$ cat config.mk
export PLATFORM = sky130hd
export DESIGN_NAME = game_controller
export DESIGN_NICKNAME = d
export VERILOG_FILES = /design/src/rtl/game_pkg.sv /design/src/rtl/game_controller_second_tick.sv /design/src/rtl/game_controller.sv
export SDC_FILE = /design/constraint.sdc
export NUM_CORES = 1
export LEC_CHECK = 0
export ABC_AREA = 1
export ABC_CLOCK_PERIOD_IN_PS = 3800
export CELL_PAD_IN_SITES_DETAIL_PLACEMENT = 0
export CELL_PAD_IN_SITES_GLOBAL_PLACEMENT = 1
export CORE_ASPECT_RATIO = 1.5
export CORE_UTILIZATION = 40
export CTS_CLUSTER_DIAMETER = 100
export DETAILED_ROUTE_END_ITERATION = 10
export GPL_TIMING_DRIVEN = 1
export PLACE_DENSITY_LB_ADDON = 0.1
export SLEW_MARGIN = 10
export SYNTH_ARGS = -nofsm -noshare
export SYNTH_HDL_FRONTEND = slang
export SYNTH_HIERARCHICAL = 1
export SYNTH_SLANG_ARGS = --single-unit
$ cat constraint.sdc
create_clock -name clock -period 3.8 [get_ports clock]
set_clock_uncertainty 0.1 [all_clocks]
set_input_delay 0.95 -clock clock [delete_from_list [all_inputs] [get_ports clock]]
set_output_delay 0.95 -clock clock [all_outputs]
set_load 0.02 [all_outputs]
$ cat src/rtl/game_pkg.sv
// Shared types and constants for the crane game sequencer.
// State encoding, score width and the saturating score increment.
package game_pkg;

  typedef enum logic [1:0] {
    IDLE  = 2'd0,
    PLAY  = 2'd1,
    DRAIN = 2'd2,
    OVER  = 2'd3
  } state_t;

  localparam int SCORE_W = 16;
  localparam logic [SCORE_W-1:0] SCORE_MAX = 16'hFFFF;

  function automatic logic [SCORE_W-1:0] sat_inc(
    input logic [SCORE_W-1:0] v
  );
    return (v == SCORE_MAX) ? v : v + 1'b1;
  endfunction

endpackage

$ cat src/rtl/game_controller_second_tick.sv
// One-second tick generator: counts 0..CLK_HZ-1, pulses tick on the last count.
// Ports: clock, reset (async high), clear (sync restart), tick (1-cycle pulse).
module second_tick #(
  parameter int CLK_HZ = 100000000
) (
  input  logic clock,
  input  logic reset,
  input  logic clear,
  output logic tick
);

  localparam int CW = (CLK_HZ > 1) ? $clog2(CLK_HZ) : 1;
  localparam logic [CW-1:0] LAST = CW'(CLK_HZ - 1);

  logic [CW-1:0] count;

  assign tick = (count == LAST);

  always_ff @(posedge clock or posedge reset) begin
    if (reset) begin
      count <= '0;
    end else if (clear || tick) begin
      count <= '0;
    end else begin
      count <= count + 1'b1;
    end
  end

endmodule

$ cat src/rtl/game_controller.sv
// Crane game sequencer: IDLE/PLAY/DRAIN/OVER, timer, score and high score.
// Ports: clock, reset, start_btn, score_event, claw_busy in; status, time and scores out.
module game_controller
  import game_pkg::*;
#(
  parameter int CLK_HZ            = 100000000,
  parameter int GAME_SECONDS      = 60,
  parameter int OVER_HOLD_SECONDS = 5
) (
  input  logic               clock,
  input  logic               reset,
  input  logic               start_btn,
  input  logic               score_event,
  input  logic               claw_busy,
  output logic               game_active,
  output logic               claw_enable,
  output logic               game_over,
  output logic               new_high,
  output logic [15:0]        time_left,
  output logic [SCORE_W-1:0] score,
  output logic [SCORE_W-1:0] high_score
);

  localparam logic [15:0] GS = 16'(GAME_SECONDS);
  localparam int HW = $clog2(OVER_HOLD_SECONDS + 1);
  localparam logic [HW-1:0] HOLD_LAST = HW'(OVER_HOLD_SECONDS - 1);

  state_t state, state_n;
  logic prev_start, prev_score;
  logic start_edge, score_edge;
  logic tick, clear;
  logic [HW-1:0] hold_cnt, hold_n;
  logic [15:0] time_n;
  logic [SCORE_W-1:0] score_n, high_n;
  logic new_high_n;

  assign start_edge = start_btn & ~prev_start;
  assign score_edge = score_event & ~prev_score;
  assign clear = (state_n != state);

  second_tick #(
    .CLK_HZ(CLK_HZ)
  ) u_tick (
    .clock(clock),
    .reset(reset),
    .clear(clear),
    .tick (tick)
  );

  always_comb begin
    state_n    = state;
    score_n    = score;
    high_n     = high_score;
    time_n     = time_left;
    new_high_n = new_high;
    hold_n     = hold_cnt;
    unique case (state)
      IDLE: begin
        time_n = GS;
        if (start_edge) begin
          score_n = '0;
          state_n = PLAY;
        end
      end
      PLAY: begin
        if (score_edge) score_n = sat_inc(score);
        if (tick) begin
          if (time_left <= 16'd1) begin
            time_n  = '0;
            state_n = claw_busy ? DRAIN : OVER;
          end else begin
            time_n = time_left - 1'b1;
          end
        end
      end
      DRAIN: begin
        time_n = '0;
        if (score_edge) score_n = sat_inc(score);
        if (!claw_busy) state_n = OVER;
      end
      OVER: begin
        if (tick) begin
          if (hold_cnt == HOLD_LAST) begin
            state_n    = IDLE;
            time_n     = GS;
            new_high_n = 1'b0;
          end else begin
            hold_n = hold_cnt + 1'b1;
          end
        end
      end
      default: state_n = IDLE;
    endcase
    // Judge the final score, including a point landing on the exit cycle.
    if (state_n == OVER && state != OVER) begin
      hold_n     = '0;
      new_high_n = (score_n > high_score);
      if (score_n > high_score) high_n = score_n;
    end
  end

  always_ff @(posedge clock or posedge reset) begin
    if (reset) begin
      state       <= IDLE;
      prev_start  <= 1'b1;
      prev_score  <= 1'b1;
      hold_cnt    <= '0;
      score       <= '0;
      high_score  <= '0;
      time_left   <= GS;
      new_high    <= 1'b0;
      game_active <= 1'b0;
      claw_enable <= 1'b0;
      game_over   <= 1'b0;
    end else begin
      state       <= state_n;
      prev_start  <= start_btn;
      prev_score  <= score_event;
      hold_cnt    <= hold_n;
      score       <= score_n;
      high_score  <= high_n;
      time_left   <= time_n;
      new_high    <= new_high_n;
      game_active <= (state_n == PLAY) || (state_n == DRAIN);
      claw_enable <= (state_n == PLAY);
      game_over   <= (state_n == OVER);
    end
  end

endmodule

---- Word level (Yosys, flattened, before mapping) ----
Index checks and enable logic that the tools add are counted.
cells by class
  muxes and demuxes ....................... 26
  div/mod/pow operators ................... 0
  reductions and logical operators ........ 12
  equal/unequal tests ..................... 15
  $lt $le $gt $ge ......................... 2
  $mul .................................... 0
  shift-type cells ........................ 0
  bitwise logic cells ..................... 4
  add/subtract/negate cells ............... 4
operators by type and width
  operator                                                          number
  two-way mux 16 bit                                                7
  case mux 16 bit (4 select lines)                                  1
  case mux 16 bit (2 select lines)                                  1
  adder 27 x 1 -> 27 bit (second input constant)                    1
  == test 27 bit (second input constant)                            1
  two-way mux 27 bit                                                1
  adder 16 x 1 -> 16 bit (second input constant)                    1
  == test 16 bit (second input constant)                            1
  greater-than comparator 16 bit                                    1
  less-or-equal comparator 16 x 1 -> 1 bit (second input constant)  1
  subtractor 16 x 1 -> 16 bit (second input constant)               1
  two-way mux 2 bit                                                 6
  two-way mux 3 bit                                                 4
  AND reduction 3 bit                                               3
  == test 2 bit (second input constant)                             4
  case mux 2 bit (4 select lines)                                   1
  != test 2 x 1 -> 1 bit (second input constant)                    3
  nonzero test 2 bit                                                3
  two-way mux 1 bit                                                 5
  == test 2 x 1 -> 1 bit (second input constant)                    2
  != test 2 bit (second input constant)                             2
  adder 3 x 1 -> 3 bit (second input constant)                      1
  == test 3 bit (second input constant)                             1
  bitwise AND 1 bit                                                 2
  other kinds (7)                                                   9
word-level totals
  output and inout bits ................... 52
  bits in writable memories ............... 0
  memory bits (read-only) ................. 0
  memories kept ........................... 0
  flip-flop bits (word level) ............. 86
  latch bits .............................. 0
  input bits .............................. 5
  word-level logic and storage cells ...... 75

---- Depth between registers and ports, before layout ----
  depth after elaboration ................. 8
  depth in mapped cells ................... 24

---- Modules after synthesis ----
The synthesis kept the hierarchy.
modules (own cells, without submodules)
  module           sequential area each (sq um)  cells an instance  area each (sq um)  instances
  game_controller  1483.9                        494                3682.3             1
  second_tick      675.6                         232                1602.8             1

---- Least setup slack after synthesis ----
No wires, ideal clock.
  path type ............................... in2reg
  start ................................... input port score_event
  end ..................................... register high_score[10]
  cell stages on the path ................. 19
  setup time .............................. 0.065 ns
  arrival ................................. 3.143 ns
  path slack .............................. 0.492 ns
  required time ........................... 3.635 ns
  cells stage by stage .................... inv_1 -> nor2_1 -> nand2_4 -> inv_4 -> buf_6 -> nand3_1 -> nand2_1 -> nand2_1 -> and2_1 -> ha_1 -> nand2_1 -> nor2_1 -> nand2_1 -> o21ai_0 -> a21o_1 -> buf_2 -> buf_6 -> nand2_1 -> nand2_1
between the ends
  word-level cells in the longest chain between the ends .. 5
ends and longest elaborated chain
  element                           RTL line                                      text
  start: declaration                game_controller.sv:13                         input logic score_event,
  bitwise AND 1 bit                 game_controller.sv:38                         assign score_edge = score_event & ~prev_score;
  two-way mux 16 bit                game_controller.sv:66, game_controller.sv:78
  case mux 16 bit (2 select lines)  game_controller.sv:57                         unique case (state)
  via score_n[13]                   game_controller.sv:34                         logic [SCORE_W-1:0] score_n, high_n;
  greater-than comparator 16 bit    game_controller.sv:98                         if (score_n > high_score) high_n = score_n;
  AND reduction 2 bit (no line)     --
  end signal: assignment            game_controller.sv:121                        high_score <= high_n;
  end: declaration                  game_controller.sv:21                         output logic [SCORE_W-1:0] high_score
The timed path passes the listed nets, and every way through them passes these cells.
A chain may end at the register's enable or synchronous reset.

---- Worst setup path after layout ----
  start ................................... input port start_btn
  end ..................................... register high_score[8]
between the ends
  elaborated cells on any way between the ends .. 9
RTL lines
  element                           RTL line               text
  start: declaration                game_controller.sv:12  input logic start_btn,
  bitwise AND 1 bit                 game_controller.sv:37  assign start_edge = start_btn & ~prev_start;
  two-way mux 16 bit                game_controller.sv:60  if (start_edge) begin
  case mux 16 bit (2 select lines)  game_controller.sv:57
  via score_n[6]                    game_controller.sv:34
  greater-than comparator 16 bit    game_controller.sv:98
  AND reduction 2 bit (no line)     --
The timed path passes the listed nets, and every way through them passes these cells.

==> results.json <==
{
  "final_common_cell": "nand2_1",
  "finalCriticalPeriod_ns": 3.53,
  "hold_viol": 0,
  "rr_worst_depth": 19,
  "drive_gt1_share_pct": 7.95,
  "clockRootBuffer": "clkbuf_16",
  "cp.arrival_ns": 3.65,
  "most-common-layout-cells": "nand2_1 (221), nor2_1 (108), inv_1 (93), dfrtp_1 (80), clkdlybuf4s50_1 (56)",
  "yosys_warnings": 6,
  "routedWlPerCell_um": 14.2,
  "multiInputGateArea_um2": 2680,
  "timing.hold.ws_ns": 0.411,
  "peakVddDrop_mv": 0.396,
  "firstDrtPassIters": 4,
  "cts_max_level": 3,
  "min_to": "high_score[9]",
  "dp.final_hpwl_um": 10500,
  "grt_max_degree": 60,
  "worst_slack_ns": 0.270,
  "max_cap_viol_count": 0,
  "p_leak_nw": 2.98,
  "worstHoldStart": "high_score[9]",
  "dp_cells": 948,
  "core_region_area_um2": 13000,
  "fmax_mhz": 283,
  "vias": 4805,
  "area_delta_synth_final_pct": 22.1,
  "antenna_cells": 0,
  "grtUsageTotal_pct": 21.8,
  "endpoint_kind": "register",
  "fill_cells": 1325,
  "grt_pass1_wl_um": 22800,
  "final_util_pct": 49.8,
  "power_switching_mw": 1.82,
  "cp_max_fo": 10,
  "drtIter0Drc": 194,
  "p_sw_share_pct": 42.5,
  "slew_headroom_pct": 67.1,
  "initial_core_util_pct": 40.8,
  "maxSlewViolCount": 0,
  "p_int_mw": 2.47,
  "postSynthAreaPerCell_um2": 7.28,
  "cts_resized": 0,
  "whs_path_depth": 2,
  "dp_slack_ns": -0.271,
  "cts_setup_buffers": 0,
  "fp-row-count": 51,
  "syn_area_um2": 5290,
  "drc": 0,
  "io_pins": 57,
  "antenna_found_initial": 0,
  "crit_required_ns": 3.92,
  "final_cells": 964,
  "p_total_mw": 4.29,
  "clockBufferDepth": 2,
  "cts_tree": "done",
  "r2r-end": "high_score[8]",
  "grt_overflow": 0,
  "setup_viol": 0,
  "power.share.combinational_pct": 47.8,
  "hp-class": "reg2reg",
  "clkLatencyLatePin_ns": 0.34,
  "seqPwrFrac_pct": 28.4,
  "r2r_start": "u_tick/count[0]",
  "die_area_um2": 13700,
  "r2r_slack_ns": 0.49,
  "synth-seq-cells": 86,
  "numClockSinks": 86,
  "die_h_um": 143,
  "synth_seq_area_share_pct": 40.9,
  "place_congestion": 0.880,
  "min_period_over_period_pct": 92.9,
  "p_clk_share_pct": 23.8,
  "synth_edf_count": 0,
  "clkTransAtPathRegs_ns": 0.06,
  "viasPerCell": 4.98,
  "critPathLaunchType": "input port",
  "cts_buffers": 9,
  "p_per_area_nw_per_um2": 665,
  "finalNetCount": 833,
  "ys_types": 38,
  "ant_nets": 0,
  "rsz0062_at_grt": "false",
  "register_area_um2": 2160,
  "postSynthCellCount": 726,
  "grt_pass1_vias": 4826,
  "postCtsHoldBufs": 0,
  "outcome": "finished, final reports clean",
  "worst-slew-pin-transition_ns": 0.494,
  "synth_flop_cell": "dfrtp_1",
  "critical_path_class": "in2reg",
  "port_buffers": 56,
  "die_x_um": 95.9,
  "synth_nets": 759,
  "synth_async_sr_flop_share_pct": 100,
  "wl_um": 13600
}
==> registers in the layout, summed over array words and instances, names as in the netlist <==
name / count
score: 16
prev_start: 1
time_left: 16
game_over: 1
u_tick/count: 27
new_high: 1
game_active: 1
prev_score: 1
claw_enable: 1
hold_cnt: 3
state: 2
high_score: 16
==> cell type report <==
cell class	count	area share, %
clock inverters	6	1.69
well taps	159	3.08
multi-input cells	533	41.5
inverters	97	5.68
repair buffers	73	11.1
clock buffers	10	3.55
flip-flops and latches	86	33.5
==> Yosys cell counts, drive strengths merged, types with 6 or more instances <==
library cell,instances,area (um2)
a21oi,25,129
buf,7,68.8
dfrtp,80,2000
dfstp,6,158
ha,28,350
inv,97,367
nand2,229,895
nand3,49,260
nand4,9,56.3
nor2,117,464
nor3,8,40.0
o21ai,25,125
xor2,17,149
==> through the flow <==
step | TNS (ns) | area (um2)
2_1_floorplan | 0 | 5290
3_3_place_gp | -2.46 | 6110
3_5_place_dp | -3.98 | 6110
4_1_cts | 0 | 6440
5_1_grt | 0 | 6450
6_report | 0 | 6450
==> worst max path at each step <==
stage          depth (start not counted)             end        start  slack, ns
2_1_floorplan                         19  high_score[10]  score_event       0.49
3_3_place_gp                          17   high_score[4]    start_btn      -0.17
3_5_place_dp                          17   high_score[4]    start_btn      -0.27
4_1_cts                               18   high_score[8]    start_btn       0.08
5_1_grt                               19   high_score[8]    start_btn       0.04
6_report                              18   high_score[8]    start_btn       0.27
==> per-layer routing <==
| layer | track usage [%] | routed length, um | share of wire [%] |
|---|---|---|---|
| met1 | 23.5 | 5420 | 40 |
| met2 | 41.5 | 7570 | 55 |
| met3 | 3.14 | 347 | 2.5 |
| met4 | 8.48 | 306 | 2.2 |
| met5 | 0 | 0 | 0 |
==> power by group through the flow <==
stage | sequential [mW] | combinational, mW | clock [mW]
after global routing | 1.24 | 2.33 | 1.08
after global placement | 1.23 | 2.03 | 0
after CTS | 1.22 | 2.08 | 1.05
after floorplan | 1.34 | 1.26 | 0
final | 1.22 | 2.05 | 1.02
after detailed placement | 1.23 | 2.07 | 0
==> critical path, stage by stage <==
cell and delay [ns]:
clkdlybuf4s50_1 0.47, inv_1 0.04, nor2_1 0.14, nor2_1 0.10, nor2_2 0.16, inv_1 0.11, buf_4 0.17, nand2_1 0.05
nand2_1 0.11, ha_1 0.30, nand2_1 0.07, nor2_1 0.19, nand4_1 0.19, o21ai_2 0.19, a21oi_1 0.07, buf_4 0.18
nand2_1 0.06, o21ai_0 0.08
==> cells by family after synthesis <==
group           after synthesis  share of synthesized area [%]
fa+ha+maj                    28                           6.63
buf+inv                     107                           8.64
flops                        86                           40.9
simple gates                413                           32.6
compound gates               70                           7.65
xor+xnor                     22                           3.65
No activity file was read; power rests on OpenSTA's default activity.
